<file path="src/rtl/branch_resolve_ctrl_pkg.sv">
// Shared types and defaults for the ID-stage branch resolution controller.
package branch_resolve_ctrl_pkg;

   localparam int NREG_DEF   = 32;
   localparam int TNEW_W_DEF = 2;
   localparam int RIDX_W_DEF = 5;

   typedef enum logic [1:0] {
      ST_IDLE = 2'd0,
      ST_WAIT = 2'd1,
      ST_EVAL = 2'd2,
      ST_DONE = 2'd3
   } br_state_e;

endpackage

</file>
<file path="src/rtl/branch_resolve_ctrl_if.sv">
// Decoder/forwarding/CMP side of the branch resolution controller.
interface branch_resolve_ctrl_if
   import branch_resolve_ctrl_pkg::*;
#(
   parameter int TNEW_W = TNEW_W_DEF,
   parameter int RIDX_W = RIDX_W_DEF
);
   logic              wr_valid;
   logic [RIDX_W-1:0] wr_rd;
   logic [TNEW_W-1:0] wr_tnew;
   logic              br_valid;
   logic [RIDX_W-1:0] br_rs;
   logic [RIDX_W-1:0] br_rt;
   logic              br_mode;
   logic              br_ready;
   logic              cmp_go;
   logic [RIDX_W-1:0] cmp_rs;
   logic [RIDX_W-1:0] cmp_rt;
   logic              cmp_mode;
   logic              cmp_res;
   logic              flush;
   logic              stall_id;
   logic              br_done;
   logic              br_taken;

   modport master (
      output wr_valid, wr_rd, wr_tnew, br_valid, br_rs, br_rt, br_mode, cmp_res, flush,
      input  br_ready, cmp_go, cmp_rs, cmp_rt, cmp_mode, stall_id, br_done, br_taken
   );

   modport slave (
      input  wr_valid, wr_rd, wr_tnew, br_valid, br_rs, br_rt, br_mode, cmp_res, flush,
      output br_ready, cmp_go, cmp_rs, cmp_rt, cmp_mode, stall_id, br_done, br_taken
   );
endinterface

</file>
<file path="src/rtl/branch_resolve_ctrl_scoreboard.sv">
// Per-register countdown of cycles until an in-flight producer result is forwardable.
module branch_resolve_ctrl_scoreboard
   import branch_resolve_ctrl_pkg::*;
#(
   parameter int NREG   = NREG_DEF,
   parameter int TNEW_W = TNEW_W_DEF,
   parameter int RIDX_W = $clog2(NREG)
) (
   input  logic              clk,
   input  logic              rst_n,
   input  logic              wr_valid_i,
   input  logic [RIDX_W-1:0] wr_rd_i,
   input  logic [TNEW_W-1:0] wr_tnew_i,
   input  logic [RIDX_W-1:0] qa_i,
   input  logic [RIDX_W-1:0] qb_i,
   output logic              rdy_a_o,
   output logic              rdy_b_o
);

   logic [TNEW_W-1:0] sb_q [NREG];
   logic [TNEW_W-1:0] sb_d [NREG];

   function automatic logic [TNEW_W-1:0] dec_sat(input logic [TNEW_W-1:0] v);
      return (v == '0) ? '0 : v - 1'b1;
   endfunction

   // A write in the same cycle overrides whatever the counter currently says.
   function automatic logic op_ready(input logic [RIDX_W-1:0] q, input logic [TNEW_W-1:0] cnt,
                                     input logic wv, input logic [RIDX_W-1:0] wrd,
                                     input logic [TNEW_W-1:0] wt);
      if (q == '0)             return 1'b1;
      else if (wv && wrd == q) return (wt == '0);
      else                     return (cnt == '0);
   endfunction

   // The stored count is "remaining cycles as seen from the next cycle", so a
   // write of tnew=N lands as N-1 and the operand is usable N cycles later.
   always_comb begin
      for (int r = 0; r < NREG; r++) begin
         sb_d[r] = dec_sat(sb_q[r]);
         if (r != 0 && wr_valid_i && wr_rd_i == RIDX_W'(r)) sb_d[r] = dec_sat(wr_tnew_i);
      end
      sb_d[0] = '0;
   end

   always_ff @(posedge clk or negedge rst_n) begin
      if (!rst_n) begin
         for (int r = 0; r < NREG; r++) sb_q[r] <= '0;
      end else begin
         for (int r = 0; r < NREG; r++) sb_q[r] <= sb_d[r];
      end
   end

   assign rdy_a_o = op_ready(qa_i, sb_q[qa_i], wr_valid_i, wr_rd_i, wr_tnew_i);
   assign rdy_b_o = op_ready(qb_i, sb_q[qb_i], wr_valid_i, wr_rd_i, wr_tnew_i);

endmodule

</file>
<file path="src/rtl/branch_resolve_ctrl.sv">
// Holds an ID-stage branch until both operands are forwardable, fires one compare, reports outcome.
module branch_resolve_ctrl
   import branch_resolve_ctrl_pkg::*;
#(
   parameter int NREG   = NREG_DEF,
   parameter int TNEW_W = TNEW_W_DEF
) (
   input  logic                  clk,
   input  logic                  rst_n,
   branch_resolve_ctrl_if.slave  br_if
);

   localparam int RIDX_W = $clog2(NREG);

   br_state_e         state_q, state_d;
   logic [RIDX_W-1:0] rs_q, rs_d, rt_q, rt_d;
   logic              mode_q, mode_d, taken_q, taken_d;
   logic [RIDX_W-1:0] qa, qb;
   logic              rdy_a, rdy_b;
   logic              br_ready, cmp_go, stall_id, br_done;

   // In IDLE the incoming operands are probed directly so a clean branch skips WAIT.
   assign qa = (state_q == ST_IDLE) ? br_if.br_rs : rs_q;
   assign qb = (state_q == ST_IDLE) ? br_if.br_rt : rt_q;

   branch_resolve_ctrl_scoreboard #(
      .NREG   (NREG),
      .TNEW_W (TNEW_W),
      .RIDX_W (RIDX_W)
   ) u_sb (
      .clk        (clk),
      .rst_n      (rst_n),
      .wr_valid_i (br_if.wr_valid),
      .wr_rd_i    (br_if.wr_rd),
      .wr_tnew_i  (br_if.wr_tnew),
      .qa_i       (qa),
      .qb_i       (qb),
      .rdy_a_o    (rdy_a),
      .rdy_b_o    (rdy_b)
   );

   always_comb begin
      state_d  = state_q;
      rs_d     = rs_q;
      rt_d     = rt_q;
      mode_d   = mode_q;
      taken_d  = taken_q;
      br_ready = 1'b0;
      cmp_go   = 1'b0;
      stall_id = 1'b0;
      br_done  = 1'b0;
      unique case (state_q)
         ST_IDLE: begin
            br_ready = 1'b1;
            stall_id = br_if.br_valid;
            if (br_if.br_valid && !br_if.flush) begin
               rs_d    = br_if.br_rs;
               rt_d    = br_if.br_rt;
               mode_d  = br_if.br_mode;
               state_d = (rdy_a && rdy_b) ? ST_EVAL : ST_WAIT;
            end
         end
         ST_WAIT: begin
            stall_id = 1'b1;
            if (br_if.flush)         state_d = ST_IDLE;
            else if (rdy_a && rdy_b) state_d = ST_EVAL;
         end
         ST_EVAL: begin
            stall_id = 1'b1;
            cmp_go   = 1'b1;
            if (br_if.flush) begin
               state_d = ST_IDLE;
            end else begin
               taken_d = br_if.cmp_res;
               state_d = ST_DONE;
            end
         end
         ST_DONE: begin
            br_done = 1'b1;
            state_d = ST_IDLE;
         end
         default: state_d = ST_IDLE;
      endcase
   end

   always_ff @(posedge clk or negedge rst_n) begin
      if (!rst_n) begin
         state_q <= ST_IDLE;
         rs_q    <= '0;
         rt_q    <= '0;
         mode_q  <= 1'b0;
         taken_q <= 1'b0;
      end else begin
         state_q <= state_d;
         rs_q    <= rs_d;
         rt_q    <= rt_d;
         mode_q  <= mode_d;
         taken_q <= taken_d;
      end
   end

   assign br_if.br_ready = br_ready;
   assign br_if.cmp_go   = cmp_go;
   assign br_if.cmp_rs   = rs_q;
   assign br_if.cmp_rt   = rt_q;
   assign br_if.cmp_mode = mode_q;
   assign br_if.stall_id = stall_id;
   assign br_if.br_done  = br_done;
   assign br_if.br_taken = br_done & taken_q;

endmodule

</file>
<file path="src/flat_wrapper.sv">
// flat-port wrapper written by rule: the top's interface ports become plain ports
module branch_resolve_ctrl_flat import branch_resolve_ctrl_pkg::*;
#(
   parameter int NREG   = NREG_DEF,
   parameter int TNEW_W = TNEW_W_DEF
)
  (clk, rst_n, br_if_wr_valid, br_if_wr_rd, br_if_wr_tnew, br_if_br_valid, br_if_br_rs, br_if_br_rt, br_if_br_mode, br_if_cmp_res, br_if_flush, br_if_br_ready, br_if_cmp_go, br_if_cmp_rs, br_if_cmp_rt, br_if_cmp_mode, br_if_stall_id, br_if_br_done, br_if_br_taken);
  branch_resolve_ctrl_if #(.TNEW_W(TNEW_W)) br_if_i ();
  input  logic clk;
  input  logic rst_n;
  input wire logic [$bits(br_if_i.wr_valid)-1:0] br_if_wr_valid;
  input wire logic [$bits(br_if_i.wr_rd)-1:0] br_if_wr_rd;
  input wire logic [$bits(br_if_i.wr_tnew)-1:0] br_if_wr_tnew;
  input wire logic [$bits(br_if_i.br_valid)-1:0] br_if_br_valid;
  input wire logic [$bits(br_if_i.br_rs)-1:0] br_if_br_rs;
  input wire logic [$bits(br_if_i.br_rt)-1:0] br_if_br_rt;
  input wire logic [$bits(br_if_i.br_mode)-1:0] br_if_br_mode;
  input wire logic [$bits(br_if_i.cmp_res)-1:0] br_if_cmp_res;
  input wire logic [$bits(br_if_i.flush)-1:0] br_if_flush;
  output wire logic [$bits(br_if_i.br_ready)-1:0] br_if_br_ready;
  output wire logic [$bits(br_if_i.cmp_go)-1:0] br_if_cmp_go;
  output wire logic [$bits(br_if_i.cmp_rs)-1:0] br_if_cmp_rs;
  output wire logic [$bits(br_if_i.cmp_rt)-1:0] br_if_cmp_rt;
  output wire logic [$bits(br_if_i.cmp_mode)-1:0] br_if_cmp_mode;
  output wire logic [$bits(br_if_i.stall_id)-1:0] br_if_stall_id;
  output wire logic [$bits(br_if_i.br_done)-1:0] br_if_br_done;
  output wire logic [$bits(br_if_i.br_taken)-1:0] br_if_br_taken;
  assign br_if_i.wr_valid = br_if_wr_valid;
  assign br_if_i.wr_rd = br_if_wr_rd;
  assign br_if_i.wr_tnew = br_if_wr_tnew;
  assign br_if_i.br_valid = br_if_br_valid;
  assign br_if_i.br_rs = br_if_br_rs;
  assign br_if_i.br_rt = br_if_br_rt;
  assign br_if_i.br_mode = br_if_br_mode;
  assign br_if_i.cmp_res = br_if_cmp_res;
  assign br_if_i.flush = br_if_flush;
  assign br_if_br_ready = br_if_i.br_ready;
  assign br_if_cmp_go = br_if_i.cmp_go;
  assign br_if_cmp_rs = br_if_i.cmp_rs;
  assign br_if_cmp_rt = br_if_i.cmp_rt;
  assign br_if_cmp_mode = br_if_i.cmp_mode;
  assign br_if_stall_id = br_if_i.stall_id;
  assign br_if_br_done = br_if_i.br_done;
  assign br_if_br_taken = br_if_i.br_taken;
  branch_resolve_ctrl #(.NREG(NREG), .TNEW_W(TNEW_W)) u_core (.clk(clk), .rst_n(rst_n), .br_if(br_if_i));
endmodule
</file>
<file path="config.mk">
export PLATFORM = sky130hd
export DESIGN_NAME = branch_resolve_ctrl_flat
export DESIGN_NICKNAME = d
export VERILOG_FILES = /design/src/rtl/branch_resolve_ctrl_pkg.sv /design/src/rtl/branch_resolve_ctrl_if.sv /design/src/rtl/branch_resolve_ctrl_scoreboard.sv /design/src/rtl/branch_resolve_ctrl.sv /design/src/flat_wrapper.sv
export SDC_FILE = /design/constraint.sdc
export NUM_CORES = 1
export LEC_CHECK = 0
export BUFFER_PORTS_ARGS = -buffer_cell sky130_fd_sc_hd__buf_2
export CAP_MARGIN = 30
export CORE_MARGIN = 1.5
export CORE_UTILIZATION = 55
export CTS_BUF_LIST = sky130_fd_sc_hd__clkbuf_16
export CTS_CLUSTER_DIAMETER = 30
export DETAILED_ROUTE_END_ITERATION = 10
export PLACE_DENSITY_LB_ADDON = 0.05
export SKIP_LAST_GASP = 1
export SYNTH_ARGS = -nofsm -noshare
export SYNTH_HDL_FRONTEND = slang
export SYNTH_SLANG_ARGS = --single-unit
</file>
<file path="constraint.sdc">
create_clock -name clk -period 4.18 [get_ports clk]
set_input_delay 0.627 -clock clk [delete_from_list [all_inputs] [get_ports clk]]
set_output_delay 0.627 -clock clk [all_outputs]
set_load 0.02 [all_outputs]
</file>
# Word level (Yosys, flattened, before mapping)
# Index checks and enable logic that the tools add are counted.
[classes]
n_eq_ne = 38
mux = 85
reduce_logical = 77
order_cmp = 2
bitwise_logic = 4
add_sub_neg = 32
[op_table]
columns = ["op", "count"]
rows = [
  ["two-way mux 2 bit", 72],
  ["equality test 5 bit (second input constant)", 16],
  ["logical NOT 2 bit", 35],
  ["subtractor 2 x 1 -> 2 bit (second input constant)", 32],
  ["equality test 5 x 4 -> 1 bit (second input constant)", 8],
  ["logical AND 1 bit", 35],
  ["binary-select mux 2 bit (select 5 bit)", 2],
  ["equality test 5 x 3 -> 1 bit (second input constant)", 4],
  ["greater-or-equal comparator 6 bit (second input constant)", 2],
  ["inverter 5 -> 6 bit", 2],
  ["equality test 5 x 2 -> 1 bit (second input constant)", 2],
  ["equality test 5 bit", 2],
  ["logical NOT 5 bit", 2],
  ["two-way mux 5 bit", 2],
  ["case mux 2 bit (4 select lines)", 1],
  ["two-way mux 1 bit", 7],
  ["AND reduction 2 bit", 3],
  ["equality test 5 x 1 -> 1 bit (second input constant)", 1],
  ["equality test 2 bit (second input constant)", 2],
  ["!= test 3 x 2 -> 1 bit (second input constant)", 1],
  ["equality test 2 x 1 -> 1 bit (second input constant)", 1],
  ["!= test 2 bit (second input constant)", 1],
  ["case mux 1 bit (2 select lines)", 1],
  ["OR reduction 2 bit", 1],
  ["3 further kinds", 3],
]
[word_totals]
regBits = 76
inputBits = 24
output_inout_bits = 16
wordCells = 274

# Logic depth before layout (Yosys ltp)
[logic_depth]
depth_word = 13
mapped_depth = 12

# By module
# From an unflattened synthesis, not the netlist that was laid out.
[hier_totals]
cells_unflattened = 469
hier_area_um2 = 4385.5
[modules_own_cells]
columns = ["mod", "cells_per_inst", "instances", "seq_area_each_um2", "area_each_um2"]
rows = [
  ["branch_resolve_ctrl_scoreboard", 408, 1, 1551.5, 3554.7],
  ["branch_resolve_ctrl", 61, 1, 350.3, 830.8],
]

# Worst setup path after synthesis
# OpenSTA, ideal clock, no wires.
[synth_path]
path_type = "register to register"
start = "reg u_core.state_q[0]"
end = "reg u_core.state_q[0]"
path_stages_with_launch = 12
slack_ns = 1.485
synth_period_minus_slack_ns = 2.695
n_path_buf = 3
setup_time_ns = 0.079
arrival_time_ns = 2.616
path_cell_list = "dfrtp_1 > inv_1 > ha_1 > buf_6 > buf_8 > mux2_2 > buf_2 > a211oi_1 > nor4_1 > o41ai_1 > a22o_2 > mux2i_1"
[synth_via]
elab_chain_len = 13
[synth_rtl]
columns = ["item", "line_no", "source"]
rows = [
  ["from (decl)", "branch_resolve_ctrl.sv:15", "br_state_e state_q, state_d;"],
  ["from (signal assigned)", "branch_resolve_ctrl.sv:94", "state_q <= state_d;"],
  ["logical NOT 2 bit", "branch_resolve_ctrl.sv:23, branch_resolve_ctrl.sv:24, branch_resolve_ctrl.sv:52", ""],
  ["two-way mux 5 bit, on equally long branches", "branch_resolve_ctrl.sv:23, branch_resolve_ctrl.sv:24", ""],
  ["inverter 5 -> 6 bit, on equally long branches", "branch_resolve_ctrl_scoreboard.sv:54, branch_resolve_ctrl_scoreboard.sv:55", ""],
  ["binary-select mux 2 bit (select 5 bit), on equally long branches", "branch_resolve_ctrl_scoreboard.sv:54, branch_resolve_ctrl_scoreboard.sv:55", ""],
  ["two-way mux 2 bit, on equally long branches (2 in a row)", "branch_resolve_ctrl_scoreboard.sv:54, branch_resolve_ctrl_scoreboard.sv:55", ""],
  ["logical NOT 2 bit", "branch_resolve_ctrl_scoreboard.sv:33", "else return (cnt == '0);"],
  ["two-way mux 1 bit", "branch_resolve_ctrl_scoreboard.sv:32", "else if (wv && wrd == q) return (wt == '0);"],
  ["two-way mux 1 bit", "branch_resolve_ctrl_scoreboard.sv:31", "if (q == '0) return 1'b1;"],
  ["logical AND 1 bit", "branch_resolve_ctrl.sv:60, branch_resolve_ctrl.sv:66", ""],
  ["two-way mux 2 bit", "branch_resolve_ctrl.sv:60", "state_d = (rdy_a && rdy_b) ? ST_EVAL : ST_WAIT;"],
  ["two-way mux 2 bit", "branch_resolve_ctrl.sv:56", "if (br_if.br_valid && !br_if.flush) begin"],
  ["case mux 2 bit (4 select lines)", "branch_resolve_ctrl.sv:52", "unique case (state_q)"],
]
# Parallel ways exist; a longest one is shown, timed or not. The select of a mux whose other input is x is not followed.
# A chain may end at the register's enable or synchronous reset.

# Final worst setup path
# Ends and elaborated chain as after synthesis.

==> impl_results.md <==
- Insertion delay to the later sink of the worst-skew pair: 0.33 ns
- Global Route met3 Usage: 0.0382
- Signed area change from the synthesized netlist to the final layout: 12.0%
- CP max-delay cell: mux2i_1
- Cell types with the largest area share after synthesis: dfrtp_1 (43%), mux2i_1 (6.5%), o21ai_0 (5.8%), nor2_1 (4.4%), nand3_1 (4.3%)
- Post-DR wirelength/cell: 19.1 microns
- Number of endpoints with negative hold slack in the final report: 0
- Number of endpoints failing setup at the final stage: 0
- Most common cell in the synthesized netlist: dfrtp_1
- Peak supply drop: 0.231 mV
- Detailed Route WL: 11.9 mm
- Start of the worst register-to-register path: u_core.state_q[0]
- Number of synthesis warnings: 0
- Path class of the lowest-slack min-delay path: input port to async pin
- Number of distinct standard cells referenced by the synthesized netlist: 52
- CTS H-Tree Depth: 3
- Buffering stage count on the worst path with inverters included: 1
- TritonCTS clock tree: yes
- Vias per inst: 6.18
- Power spent charging and discharging nets: 1.14 mW
- Congestion Overflow GR: 0
- Post-synthesis instance total: 488
- Aggregate global-route resource usage: 0.294
- Total of flip-flops plus latches after synthesis: 76
- Placeable core area: 7810 sq um
- Largest incremental delay on the critical path: 0.74 ns
- Cell area after placement: 4690 sq um
- Element type at the critical path end: flop
- Starting density of the core: 0.572
- Area leader, netlist: dfrtp_1
- Via count of the first global-routing pass: 3818
- Relative contribution of sequential cells to total power: 0.302
- Slack of the worst reg-to-reg path: 0.84 ns
- Buffers on Ports: 39
- Status: finished, final reports clean
- Comb power frac: 0.441
- Number of gates resized after cts: 0
- Setup repair bufs after CTS: 0
- Global-route met2 utilization: 0.474
- Post-route fraction of the period consumed by the critical path: 0.798
- Die Span Y: 93.1 microns
- Standard-cell row count: 32
- Max-cap viol count: 0
- Core utilization of the finished layout: 0.641
- Number of antenna violations at the first check in global routing: 0
- CP dominant cell by count: mux2i_1
- Busiest grt layer: met2
- R2r worst-path depth: 10
- Critical Path RT: 4.44 ns
- Maximum number of pins on one net before global-route repair: 77
- Clock period minus final worst setup slack: 3.34 ns
- Critical path cell sequence: inv_1 -> ha_1 -> mux2i_1 -> mux2_2 -> o221a_2 -> a31oi_1 -> o22ai_1 -> o21ai_0 -> a22o_2 -> mux2i_1
- Crit path depth: 10
- First-pass detailed-route iteration total: 5
- Post-route non-filler standard cell count: 624
- Fraction of final layout cells sized beyond drive strength 1: 0.157
- Total internal power: 1.80 mW
- Layout net count: 546
- Yosys top cell area share: 0.426
- Part of the Yosys area used for sequential elements: 0.426
- Antenna diode count: 0
- Reg clk slew, reported paths: 0.06 ns
- Setup repair after global routing missed its margin: false
- DRC errors left: 0
- Remaining antenna violation count after routing: 0
- Number of buffers inserted by hold repair at cts: 0
- Crit-path leading delay family: multiplexers
- Most common library cells after synthesis: dfrtp_1 (76), nor2_1 (52), o21ai_0 (52), nand2_1 (49), nand3_1 (38)
- Crit path launch type: flop
- Width of the chip: 93.1 microns
- Mean area per synthesized cell: 9.15 sq um
- Met1 demand-to-capacity share in global routing: 0.403
- Most used DFF post-synth: dfrtp_1
- Final setup margin: 0.844 ns
- HPWL after DPL: 8.29 mm
- # IOs: 40
- Async S/R FF share, synth: 1.00
- Worst slew margin relative to its limit: 0.457
- Netlist Area Pre-Place: 4470 sq um
- Worst Setup Path Type: flop to flop
- Total Die Area: 8670 sq um
- Placement-stage worst setup slack: 0.862 ns
- Biggest fanout along the worst timing path: 9
- Fmax: 300 MHz
- Clk buf depth: 2
- Transition time at the pin with the least slew margin: 0.791 ns
- Max Transition Viols Final: 0
- Total negative slack for setup checks: 0 ns
- Count of flip-flops with a built-in enable after synthesis: 0
- Pleak: 2.07 nW
- Clock network fraction of design power: 0.257
- CTS buffer count: 9
- Iteration-0 DRC count of the detailed router: 254
- Global-route wire length before repair: 19.5 mm
- Reg-to-Reg End: u_core.state_q[0]
- Global placer's final weighted congestion: 0.986
- Power density over the cells: 587 nW/um^2
- Sw frac: 0.388
- Post-route cell area: 5000 sq um
- Number of sinks on the clock net: 76
- Via count: 3858
- Root buf cell: clkbuf_16
- Post-Syn Nets: 516
- Worst EP arrival: 3.60 ns
- Max Clock Skew: 0.00452 ns
- Placed instance count: 608
[layer usage]
layer / vias up / part of all wire
li1: 1826 / -
met1: 1869 / 0.46
met2: 141 / 0.47
met3: 22 / 0.053
met4: 0 / 0.019
met5: - / 0
[cell families after synthesis]
group | synth area share
buf+inv | 0.0308
simple gates | 0.237
mux | 0.132
compound gates | 0.144
fa+ha+maj | 0.0112
xor+xnor | 0.0196
flops | 0.426
[cell usage in the layout, fill, tap and decap left out, types with 3 or more instances in the layout]
cell	instances
dfrtp_1	76
o21ai_0	52
nor2_1	52
nand2_1	49
nand3_1	38
buf_2	38
mux2i_1	29
nand2b_1	22
nor3_1	16
nand3b_1	15
mux2_2	14
o311ai_0	11
a21oi_1	9
xnor2_1	9
clkbuf_16	9
nor2b_1	7
nor4_1	5
nand4_1	4
inv_1	4
a211oi_1	4
ha_1	4
buf_4	4
a22oi_1	3
mux2_4	3
a2111oi_0	3
[stage by stage]
stage | total power, mW | hold WS (ns)
after floorplan | 1.91 | 0.331
after global placement | 2.16 | 0.486
after detailed placement | 2.18 | 0.495
after CTS | 2.94 | 0.484
after global routing | 3.09 | 0.0762
final | 2.93 | 0.0762
[how the worst max path moves through the flow]
stage,from,endpoint,slack [ns]
3_3_place_gp,u_core.state_q[0],u_core.state_q[0],0.93
6_report,u_core.state_q[0],u_core.state_q[0],0.84
4_1_cts,u_core.state_q[0],u_core.state_q[0],0.86
3_5_place_dp,u_core.state_q[0],u_core.state_q[0],0.86
5_1_grt,u_core.state_q[0],u_core.state_q[0],0.67
2_1_floorplan,u_core.state_q[0],u_core.state_q[0],1.48
[sequential cells by signal (all words and copies together) (netlist names)]
name                   count
u_core.br_if.cmp_mode      1
u_core.br_if.cmp_rt        5
u_core.u_sb.sb_q          62
u_core.br_if.cmp_rs        5
u_core.state_q             2
u_core.taken_q             1
[layout make-up]
type,instances,area (sq um)
clock inverters,6,56.3
fillers,675,2810
flip-flops and latches,76,1900
inverters,4,15.0
repair buffers,43,248
multi-input cells,384,2430
well taps,102,128
clock buffers,9,225
[power by group through the flow]
stage	sequential, mW	combinational (mW)	clock (mW)
2_1_floorplan	0.953	0.952	0
3_3_place_gp	0.896	1.27	0
3_5_place_dp	0.898	1.28	0
4_1_cts	0.885	1.28	0.767
5_1_grt	0.899	1.40	0.792
6_report	0.888	1.29	0.754
(Power assumes the default switching activity.)
